`src/rtl/switch_pkg.sv`:
```
// switch_pkg
// Shared definitions for the 4-port switch egress path.
//   DEFAULT_DATA_WIDTH / DEFAULT_NUM_PORTS : default payload width and port count
//   port_id_t       : binary-encoded ingress port ID
//   egress_entry_t  : {data, src} record held by an egress FIFO (default widths)
//   occ_state_t     : FIFO occupancy control state
//   onehot_to_id()  : one-hot to binary encoder returning {valid, id}
package switch_pkg;

  localparam int DEFAULT_DATA_WIDTH = 8;
  localparam int DEFAULT_NUM_PORTS  = 4;
  localparam int DEFAULT_PORT_ID_W  = $clog2(DEFAULT_NUM_PORTS);

  // Widest one-hot vector the encoder accepts; narrower vectors are zero-extended.
  localparam int ONEHOT_MAX_W = 32;

  typedef logic [DEFAULT_PORT_ID_W-1:0] port_id_t;

  typedef struct packed {
    logic [DEFAULT_DATA_WIDTH-1:0] data;
    port_id_t                      src;
  } egress_entry_t;

  typedef enum logic [1:0] {
    OCC_EMPTY  = 2'd0,
    OCC_ACTIVE = 2'd1,
    OCC_FULL   = 2'd2
  } occ_state_t;

  typedef struct packed {
    logic       valid;
    logic [4:0] id;
  } onehot_result_t;

  // valid is set only when exactly one bit is set; id is then its index.
  function automatic onehot_result_t onehot_to_id(input logic [ONEHOT_MAX_W-1:0] onehot);
    onehot_result_t res;
    int unsigned    ones;
    res  = '0;
    ones = 0;
    for (int i = 0; i < ONEHOT_MAX_W; i++) begin
      if (onehot[i]) begin
        ones   = ones + 1;
        res.id = 5'(i);
      end
    end
    res.valid = (ones == 1);
    return res;
  endfunction

endpackage

```
`src/rtl/egress_fifo.sv`:
```
// egress_fifo
// Show-ahead FIFO with an explicit occupancy FSM (EMPTY/ACTIVE/FULL).
// Ports:
//   clk, rst        : clock, asynchronous active-high reset
//   push, wr_data   : write strobe (caller guarantees it is legal) and entry
//   ready_i         : downstream accepts the head entry
//   pop_o           : a pop happens on this edge (valid_o && ready_i)
//   valid_o, full_o : registered occupancy flags
//   count_o         : current occupancy, 0..DEPTH
//   rd_data_o       : head entry, zero whenever the FIFO is empty
module egress_fifo
  import switch_pkg::*;
#(
  parameter int WIDTH = 10,
  parameter int DEPTH = 8,
  localparam int PTR_W = $clog2(DEPTH),
  localparam int CNT_W = PTR_W + 1
) (
  input  logic             clk,
  input  logic             rst,
  input  logic             push,
  input  logic [WIDTH-1:0] wr_data,
  input  logic             ready_i,
  output logic             pop_o,
  output logic             valid_o,
  output logic             full_o,
  output logic [CNT_W-1:0] count_o,
  output logic [WIDTH-1:0] rd_data_o
);

  occ_state_t       state_q, state_d;
  logic [PTR_W-1:0] wr_ptr_q, wr_ptr_d;
  logic [PTR_W-1:0] rd_ptr_q, rd_ptr_d;
  logic [CNT_W-1:0] count_q, count_d;
  logic             valid_q, valid_d;
  logic             full_q, full_d;
  logic [WIDTH-1:0] mem_q [DEPTH];
  logic             pop;

  assign pop = valid_q && ready_i;

  always_comb begin
    wr_ptr_d = wr_ptr_q;
    rd_ptr_d = rd_ptr_q;
    count_d  = count_q;
    if (push) wr_ptr_d = wr_ptr_q + PTR_W'(1);
    if (pop)  rd_ptr_d = rd_ptr_q + PTR_W'(1);
    // A simultaneous push and pop leaves occupancy unchanged.
    if (push && !pop)      count_d = count_q + CNT_W'(1);
    else if (pop && !push) count_d = count_q - CNT_W'(1);

    state_d = state_q;
    unique case (state_q)
      OCC_EMPTY:  if (push) state_d = OCC_ACTIVE;
      OCC_ACTIVE: begin
        if (count_d == CNT_W'(DEPTH)) state_d = OCC_FULL;
        else if (count_d == '0)      state_d = OCC_EMPTY;
      end
      OCC_FULL:   if (pop && !push) state_d = OCC_ACTIVE;
      default:    state_d = OCC_EMPTY;
    endcase

    // Flags are registered from the next state so they change on the same
    // edge as the push/pop that causes them.
    valid_d = (state_d != OCC_EMPTY);
    full_d  = (state_d == OCC_FULL);
  end

  always_ff @(posedge clk or posedge rst) begin
    if (rst) begin
      state_q  <= OCC_EMPTY;
      wr_ptr_q <= '0;
      rd_ptr_q <= '0;
      count_q  <= '0;
      valid_q  <= 1'b0;
      full_q   <= 1'b0;
    end else begin
      state_q  <= state_d;
      wr_ptr_q <= wr_ptr_d;
      rd_ptr_q <= rd_ptr_d;
      count_q  <= count_d;
      valid_q  <= valid_d;
      full_q   <= full_d;
    end
  end

  // Storage needs no reset: stale entries are never visible because the
  // head is masked while empty and the pointers restart together.
  always_ff @(posedge clk) begin
    if (push) mem_q[wr_ptr_q] <= wr_data;
  end

  assign pop_o     = pop;
  assign valid_o   = valid_q;
  assign full_o    = full_q;
  assign count_o   = count_q;
  assign rd_data_o = valid_q ? mem_q[rd_ptr_q] : '0;

endmodule

```
`src/rtl/switch_egress_port.sv`:
```
// switch_egress_port
// Egress receiver for one switch output port. Captures one-cycle beats from
// the switch, buffers them in a show-ahead FIFO and presents them on a
// valid/ready handshake. Beats that cannot be stored are dropped and flagged.
// Optional feature macro: SWITCH_EGRESS_STATS_EN adds drop_cnt_o and rx_cnt_o.
// Ports:
//   clk, rst                    : clock, asynchronous active-high reset
//   valid_in, data_in, source_in: beat from the switch (source is one-hot)
//   valid_o, data_o, src_id_o   : FIFO head, src_id_o binary-encoded
//   ready_i                     : downstream accepts the head
//   count_o, full_o             : occupancy and full flag
//   drop_o                      : one-cycle pulse after a discarded beat
//   err_src_o                   : one-cycle pulse after a non-one-hot source
//   drop_cnt_o, rx_cnt_o        : saturating statistics (macro only)
module switch_egress_port
  import switch_pkg::*;
#(
  parameter int DATA_WIDTH = DEFAULT_DATA_WIDTH,
  parameter int NUM_PORTS  = DEFAULT_NUM_PORTS,
  parameter int DEPTH      = 8,
  localparam int ID_W      = $clog2(NUM_PORTS),
  localparam int CNT_W     = $clog2(DEPTH) + 1
) (
  input  logic                  clk,
  input  logic                  rst,
  input  logic                  valid_in,
  input  logic [DATA_WIDTH-1:0] data_in,
  input  logic [NUM_PORTS-1:0]  source_in,
  output logic                  valid_o,
  output logic [DATA_WIDTH-1:0] data_o,
  output logic [ID_W-1:0]       src_id_o,
  input  logic                  ready_i,
  output logic [CNT_W-1:0]      count_o,
  output logic                  full_o,
  output logic                  drop_o,
  output logic                  err_src_o
`ifdef SWITCH_EGRESS_STATS_EN
  ,
  output logic [15:0]                 drop_cnt_o,
  output logic [NUM_PORTS-1:0][15:0]  rx_cnt_o
`endif
);

  localparam int ENTRY_W = DATA_WIDTH + ID_W;

  onehot_result_t     src_chk;
  logic               src_ok;
  logic [ID_W-1:0]    src_id;
  logic               push;
  logic               pop;
  logic [ENTRY_W-1:0] wr_entry;
  logic [ENTRY_W-1:0] rd_entry;
  logic               drop_q, drop_d;
  logic               err_q, err_d;

  always_comb begin
    src_chk  = onehot_to_id(ONEHOT_MAX_W'(source_in));
    src_ok   = src_chk.valid;
    src_id   = ID_W'(src_chk.id);
    // A pop on the same edge frees a slot, so a full FIFO can still accept.
    push     = valid_in && src_ok && (!full_o || pop);
    wr_entry = {data_in, src_id};
    drop_d   = valid_in && !push;
    err_d    = valid_in && !src_ok;
  end

  egress_fifo #(
    .WIDTH(ENTRY_W),
    .DEPTH(DEPTH)
  ) u_fifo (
    .clk      (clk),
    .rst      (rst),
    .push     (push),
    .wr_data  (wr_entry),
    .ready_i  (ready_i),
    .pop_o    (pop),
    .valid_o  (valid_o),
    .full_o   (full_o),
    .count_o  (count_o),
    .rd_data_o(rd_entry)
  );

  assign data_o   = rd_entry[ENTRY_W-1:ID_W];
  assign src_id_o = rd_entry[ID_W-1:0];

  always_ff @(posedge clk or posedge rst) begin
    if (rst) begin
      drop_q <= 1'b0;
      err_q  <= 1'b0;
    end else begin
      drop_q <= drop_d;
      err_q  <= err_d;
    end
  end

  assign drop_o    = drop_q;
  assign err_src_o = err_q;

`ifdef SWITCH_EGRESS_STATS_EN
  logic [15:0]                drop_cnt_q, drop_cnt_d;
  logic [NUM_PORTS-1:0][15:0] rx_cnt_q, rx_cnt_d;

  // Counters advance on the edge that registers drop_o / stores the beat,
  // and hold at all-ones instead of wrapping.
  always_comb begin
    drop_cnt_d = drop_cnt_q;
    rx_cnt_d   = rx_cnt_q;
    if (drop_d && (drop_cnt_q != 16'hFFFF)) drop_cnt_d = drop_cnt_q + 16'd1;
    if (push && (rx_cnt_q[src_id] != 16'hFFFF)) rx_cnt_d[src_id] = rx_cnt_q[src_id] + 16'd1;
  end

  always_ff @(posedge clk or posedge rst) begin
    if (rst) begin
      drop_cnt_q <= '0;
      rx_cnt_q   <= '0;
    end else begin
      drop_cnt_q <= drop_cnt_d;
      rx_cnt_q   <= rx_cnt_d;
    end
  end

  assign drop_cnt_o = drop_cnt_q;
  assign rx_cnt_o   = rx_cnt_q;
`endif

endmodule

```
`config.mk`:
```
export PLATFORM = sky130hd
export DESIGN_NAME = switch_egress_port
export DESIGN_NICKNAME = d
export VERILOG_FILES = /design/src/rtl/switch_pkg.sv /design/src/rtl/egress_fifo.sv /design/src/rtl/switch_egress_port.sv
export SDC_FILE = /design/constraint.sdc
export NUM_CORES = 1
export LEC_CHECK = 0
export CAP_MARGIN = 15
export CORE_MARGIN = 1.5
export CORE_UTILIZATION = 45
export DETAILED_ROUTE_END_ITERATION = 10
export SYNTH_ARGS = -nofsm -noshare
export SYNTH_HDL_FRONTEND = slang
export SYNTH_SLANG_ARGS = --single-unit
```
`constraint.sdc`:
```
create_clock -name clk -period 3 [get_ports clk]
set_clock_uncertainty 0.15 [all_clocks]
set_input_delay 0.45 -clock clk [delete_from_list [all_inputs] [get_ports clk]]
set_output_delay 0.45 -clock clk [all_outputs]
set_load 0.01 [all_outputs]
```
==> impl_metrics.ini, run 1 <==
[status]
outcome = finished with violations
violations = DRC

[setup_path]
crit_cells = 5
reg2reg_slack_ps = 870
max_stage_delay_ps = 660
critical_path.max_fanout = 8
crit_slowest_cell = dfrtp_1
rr_worst_depth = 7
cp_top_family = buffers and inverters
cp.required_ps = 2400
path_buf_inv = 2
worst-setup-path-type = reg2out
cp.arrival_ps = 2270
end_kind = output pin
crit_path_cell_trace = buf_4, mux4_2, mux2i_1, nor2b_1, clkdlybuf4s50_1
worstSetupStartpointType = flip-flop

[sta]
setup_viol = 0
period_share_pct = 95.78
rsz0062_at_grt = false
setup_tns_ps = 0
hold_viol_final = 0
fin_ws_ps = 126.6
worst_pin_slew_ps = 616.8
fin_crit_ps = 2873
slew_headroom_pct = 58.84
max_freq_ghz = 0.3480
final_max_slew_viol_count = 0

[synth]
syn_area_per_cell_um2 = 17.02
synth_top_flop_cell = edfxtp_1
synthTopCellsByArea = edfxtp_1 (58%), mux4_2 (11%), dfrtp_1 (9.7%)
netlist_area_mm2 = 0.004119
synthTopCellsByCount = edfxtp_1 (80), mux4_2 (20), dfrtp_1 (16)
ys_seq_area_share_pct = 68.04
synth_edf_count = 80
synth_fp_nets = 265
synth_area_leader_cell = edfxtp_1
ys_types = 45
ys_ff_latch = 96
synthCells = 242
yosys_warnings = 0
yosysMostFrequentCell = edfxtp_1
async_flop_share_pct = 16.67
yosysTopAreaCellShare_pct = 58.32

[finish]
utilization_pct = 60.98
multi_input_area_mm2 = 0.001428
areaGrowthSynthToFinish_pct = 30.38
fin_nets = 353
drive_above_1_share_pct = 35.52
n_antenna_cell = 0
fillers = 644
ff_latch_area_mm2 = 0.002803

[cts]
htree_levels = 3
clk_pin_slew_worst_paths_ps = 100
cts_tree = done
cts_sinks = 96
cts_buffer_depth = 2
clock_latency_ps = 360
ctsHoldBuffers = 0
cts_buffers = 9
cts-root-buf = clkbuf_8

[placement]
gp_congestion = 0.8259
place_hpwl_mm = 5.573
pre_cts_ws_ps = -557.7
io_buffers = 33

[floorplanning]
io_pins = 34
die_h_um = 98.67
dieArea_mm2 = 0.009736
die_w_um = 98.67
start_util_pct = 46.77
std_cell_rows = 34
core-area_mm2 = 0.008806

[detailed_routing]
antenna_left = 0
via_per_inst = 5.314
wl_per_cell_um = 17.81
drtPass1Iterations = 7
drcViolationCount = 4
vias = 2354
first_iter_violations = 93
routed_wl_mm = 7.888

[pwr]
power_mw = 4.054
p_leak_nw = 1.928
peakVddDrop_v = 0.0003522
powerDensity_mw_per_mm2 = 754.9

[global_routing]
antenna_found_initial = 0
grt_overflow = 0
track_usage_pct = 17.91
grt_pass1_vias = 2497
grt_pass1_wl_mm = 12.85
grt_max_degree = 19

[hold_path]
hold_path.class = in2async

[run]
drv_cap = 0
[state kept, by name, indices dropped and copies added (netlist names)]
register	flops
u_fifo.count_o	4
u_fifo.rd_ptr_q	3
u_fifo.state_q	2
u_fifo.full_o	1
u_fifo.mem_q	80
u_fifo.valid_o	1
err_src_o	1
drop_o	1
u_fifo.wr_ptr_q	3
[where the power goes]
group          leakage (nW)  internal [mW]  total (mW)  switching (mW)
clock                0.0928          0.316       0.782           0.466
combinational         0.921          0.851        1.52           0.666
sequential            0.914           1.58        1.75           0.179
total                  1.93           2.74        4.05            1.31
[repair_timing]
action	CTS	global route
resized for setup	9	4
pin swaps	6	2
endpoints found under the hold margin	0	0
cloned	0	0
buffers inserted	3	0
endpoints found under the setup margin	21	15
[layout make-up]
type | instances | share of cell area [%]
inverter | 9 | 0.6291
sequential | 96 | 52.19
multi-input combinational | 130 | 26.58
tap | 108 | 2.516
timing repair buffer | 84 | 14.52
clock inverter | 7 | 1.258
clock buffer | 9 | 2.307
[worst reg2reg max path: stages, from the launching register on]
cell,delay [ps]
dfrtp_1,470
inv_1,90
ha_1,310
nand2_1,70
nor4_1,50
or4_4,520
a211oi_4,240
a31oi_1,120
[kinds of logic (layout without fill, tap and decap cells)]
family | after synthesis | in the layout | share of synthesized area [%]
flops | 96 | 96 | 68.04
fa+ha+maj | 7 | 7 | 2.126
mux | 32 | 32 | 13.88
xor+xnor | 8 | 8 | 1.701
buf+inv | 16 | 109 | 1.458
simple gates | 62 | 62 | 8.445
compound gates | 21 | 21 | 4.344
[path summary, 6_finish.rpt]
check,startpoint,to
setup reg to reg,u_fifo.count_o[0],u_fifo.valid_o
max in group asynchronous,rst,u_fifo.rd_ptr_q[2]
hold reg to reg,u_fifo.state_q[0],u_fifo.valid_o
min in group clk,u_fifo.state_q[0],u_fifo.valid_o
setup / recovery,u_fifo.rd_ptr_q[1],data_o[5]
hold / removal,rst,u_fifo.state_q[0]
[metal layers]
layer	vias up	global-route usage (%)	routed length (µm)
li1	1120	-	-
met1	1195	24.23	3578
met2	32	28.53	3994
met3	7	2.979	216
met4	0	8.791	98
met5	-	0	0
[metrics by stage]
step,instance area (µm²),instances,hold WS [ps]
CTS,5350,443,312.9
global route,5370,443,348.7
floorplan,4242,242,213.7
finish,5370,443,301.7
detailed placement,5104,424,410.9
global placement,5104,424,396.1
[cell usage in the layout (no fill, tap or decap), types with 4 or more instances in the layout]
| cell | Yosys | layout |
|---|---|---|
| buf_12 | 0 | 5 |
| buf_4 | 0 | 45 |
| clkbuf_8 | 0 | 9 |
| clkdlybuf4s50_1 | 0 | 30 |
| clkinv_4 | 0 | 4 |
| dfrtp_1 | 16 | 16 |
| edfxtp_1 | 80 | 80 |
| ha_1 | 7 | 6 |
| inv_1 | 9 | 7 |
| mux2i_1 | 11 | 11 |
| mux4_2 | 20 | 20 |
| nand2_1 | 14 | 13 |
| nor2_4 | 0 | 6 |
| nor2b_1 | 11 | 11 |
(Power assumes the default switching activity.)
==> run 2: changes to the inputs <==
--- a/config.mk
+++ b/config.mk
@@ -5,7 +5,6 @@
 export SDC_FILE = /design/constraint.sdc
 export NUM_CORES = 1
 export LEC_CHECK = 0
-export CAP_MARGIN = 15
 export CORE_MARGIN = 1.5
 export CORE_UTILIZATION = 45
 export DETAILED_ROUTE_END_ITERATION = 10
==> results of run 2 <==
The final DEF is identical to that of run 1; final timing and power are the same.
==> run 3: changes to the inputs <==
--- a/config.mk
+++ b/config.mk
@@ -5,9 +5,11 @@
 export SDC_FILE = /design/constraint.sdc
 export NUM_CORES = 1
 export LEC_CHECK = 0
-export CORE_MARGIN = 1.5
+export CORE_MARGIN = 3
 export CORE_UTILIZATION = 45
 export DETAILED_ROUTE_END_ITERATION = 10
+export REMOVE_ABC_BUFFERS = 1
+export SKIP_LAST_GASP = 1
 export SYNTH_ARGS = -nofsm -noshare
 export SYNTH_HDL_FRONTEND = slang
 export SYNTH_SLANG_ARGS = --single-unit
==> run 3 against run 2 <==
- the run now ends clean
- worst setup slack better by 28 ps
- global-route usage fell by 1.7 points
- design area down 3.5%
- sequential power barely moved
- flip-flop and latch count stayed put
- fmax rose by 0.98%
- critical path depth rose by 8
- clock-buffer cell count unchanged
- hold slack gained 8.8 ps
- core utilization is 2.1 points lower
- critical endpoint is now u_fifo.state_q[0]
==> impl_metrics.ini, run 3 (same netlist as run 1, synthesis figures left out) <==
[placement]
dp_cells = 423
io_buffers = 33
place_hpwl_mm = 5.383
pre_cts_ws_ps = -676.1
gp_congestion = 0.7808

[finish]
mostFrequentLayoutCell = edfxtp_1
largest_reg_flops = 80
fin_nets = 350
areaGrowthSynthToFinish_pct = 25.85
multi_input_area_mm2 = 0.001301
final_cell_mix = edfxtp_1 (80), buf_4 (47), clkdlybuf4s50_1 (30)
ff_latch_area_mm2 = 0.002803
drive_above_1_share_pct = 31.42
fillers = 671
regMostFlops = u_fifo.mem_q
stdcell_count = 439
n_antenna_cell = 0

[setup_path]
end_kind = flip-flop
crit_path_cell_trace = dlygate4sd2_1, buf_4, ha_1, nand2_1, o21ai_0, ha_1, nand2_1, xnor2_2, buf_4, a311oi_1, or4_4, a211oi_4, o22ai_1
worst-setup-path-type = in2reg
rr_worst_depth = 6
cp.arrival_ps = 2920
path_buf_inv = 3
timing.rr.end = u_fifo.state_q[0]
r2r-start = u_fifo.valid_o
crit_slowest_cell = or4_4
cp.required_ps = 3080
critical_path.max_fanout = 7
worstSetupStartpointType = input port
reg2reg_slack_ps = 760
cp_top_family = simple AND/OR/NAND/NOR gates
max_stage_delay_ps = 570

[global_routing]
grt_pass1_wl_mm = 12.30
antenna_found_initial = 0
grt_pass1_vias = 2369
grt_overflow = 0
grt_max_degree = 17
track_usage_pct = 16.22

[floorplanning]
io_pins = 34
die_h_um = 101.7
die_w_um = 101.7
core-area_mm2 = 0.008806
dieArea_mm2 = 0.01034
std_cell_rows = 34
start_util_pct = 46.77

[sta]
slew_headroom_pct = 57.74
setup_viol = 0
period_share_pct = 94.85
final_max_slew_viol_count = 0
rsz0062_at_grt = false
fin_ws_ps = 154.6
worst_pin_slew_ps = 633.2
max_freq_ghz = 0.3515
hold_viol_final = 0
fin_crit_ps = 2845

[cts]
ctsHoldBuffers = 0
clock_latency_ps = 360
htree_levels = 3
cts_buffer_depth = 2
cts_sinks = 96
cts_buffers = 9
cts-root-buf = clkbuf_8
cts_tree = done
clk_pin_slew_worst_paths_ps = 90

[detailed_routing]
wl_per_cell_um = 17.69
routed_wl_mm = 7.766
via_per_inst = 5.355
antenna_left = 0
drcViolationCount = 0
vias = 2351
first_iter_violations = 87
drtPass1Iterations = 4

[pwr]
p_leak_nw = 1.891
peakVddDrop_v = 0.0004089
powerDensity_mw_per_mm2 = 784.9

[run]
drv_cap = 0

[status]
outcome = finished, final reports clean

[hold_path]
hold_path.class = in2async
## run 3: changes by cell type in the layout (fill, tap and decap cells not counted), sizes merged
cell    previous run  this run
inv               10        11
clkinv             5         1
buf               51        48
bufinv             0         2
## run 3: final cells by class
class	count	share of cell area (%)
Clock buffer	9	2.390
Sequential cell	96	54.07
Timing Repair Buffer	81	13.40
Inverter	9	0.6517
Multi-Input combinational cell	130	25.10
Tap cell	108	2.607
Clock inverter	6	1.786
## run 3: metrics by stage
stage	utilization (%)	cell area (µm²)	setup TNS, ps	hold slack (ps)	power (mW)
after floorplan	-	4093	-30430	213.7	2.585
after global placement	55.77	4911	-41820	363.4	3.179
after detailed placement	55.77	4911	-44030	369.6	3.184
after CTS	58.61	5161	0	327.6	4.120
after global routing	58.87	5184	0	374.9	4.306
final	58.87	5184	0	310.6	4.069
## run 3: repair_timing
action	in CTS	in global routing
hold endpoints to repair	0	0
gates cloned	0	0
pin swaps	5	2
resized for setup	8	4
setup buffers	1	0
setup endpoints to repair	85	47
## run 3: per-layer routing
metal	track usage, %	vias up	wire (µm)
met2	25.75	29	3795
met1	22.07	1200	3664
li1	-	1112	-
met5	0	-	0
met3	3.168	10	177
met4	6.748	0	128
## run 3: worst reg2reg max path, stage by stage (launching register included)
cell      delay (ps)
dfrtp_1          650
nand2_2          250
nand2_1          130
nor4_1            50
or4_4            510
a211oi_4         240
o22ai_1          120
## run 3: worst max path at each step
stage	end	depth (start not counted)	from
floorplan	u_fifo.mem_q[0][0]	11	source_in[0]
global route	u_fifo.valid_o	13	source_in[1]
global placement	u_fifo.state_q[0]	12	source_in[0]
CTS	u_fifo.valid_o	11	source_in[2]
finish	u_fifo.state_q[0]	13	source_in[0]
detailed placement	u_fifo.valid_o	12	source_in[0]
## run 3: where the power goes
| group | switching (mW) | total [mW] | internal (mW) |
|---|---|---|---|
| clock network | 0.448 | 0.921 | 0.472 |
| logic | 0.609 | 1.41 | 0.803 |
| registers | 0.161 | 1.74 | 1.58 |
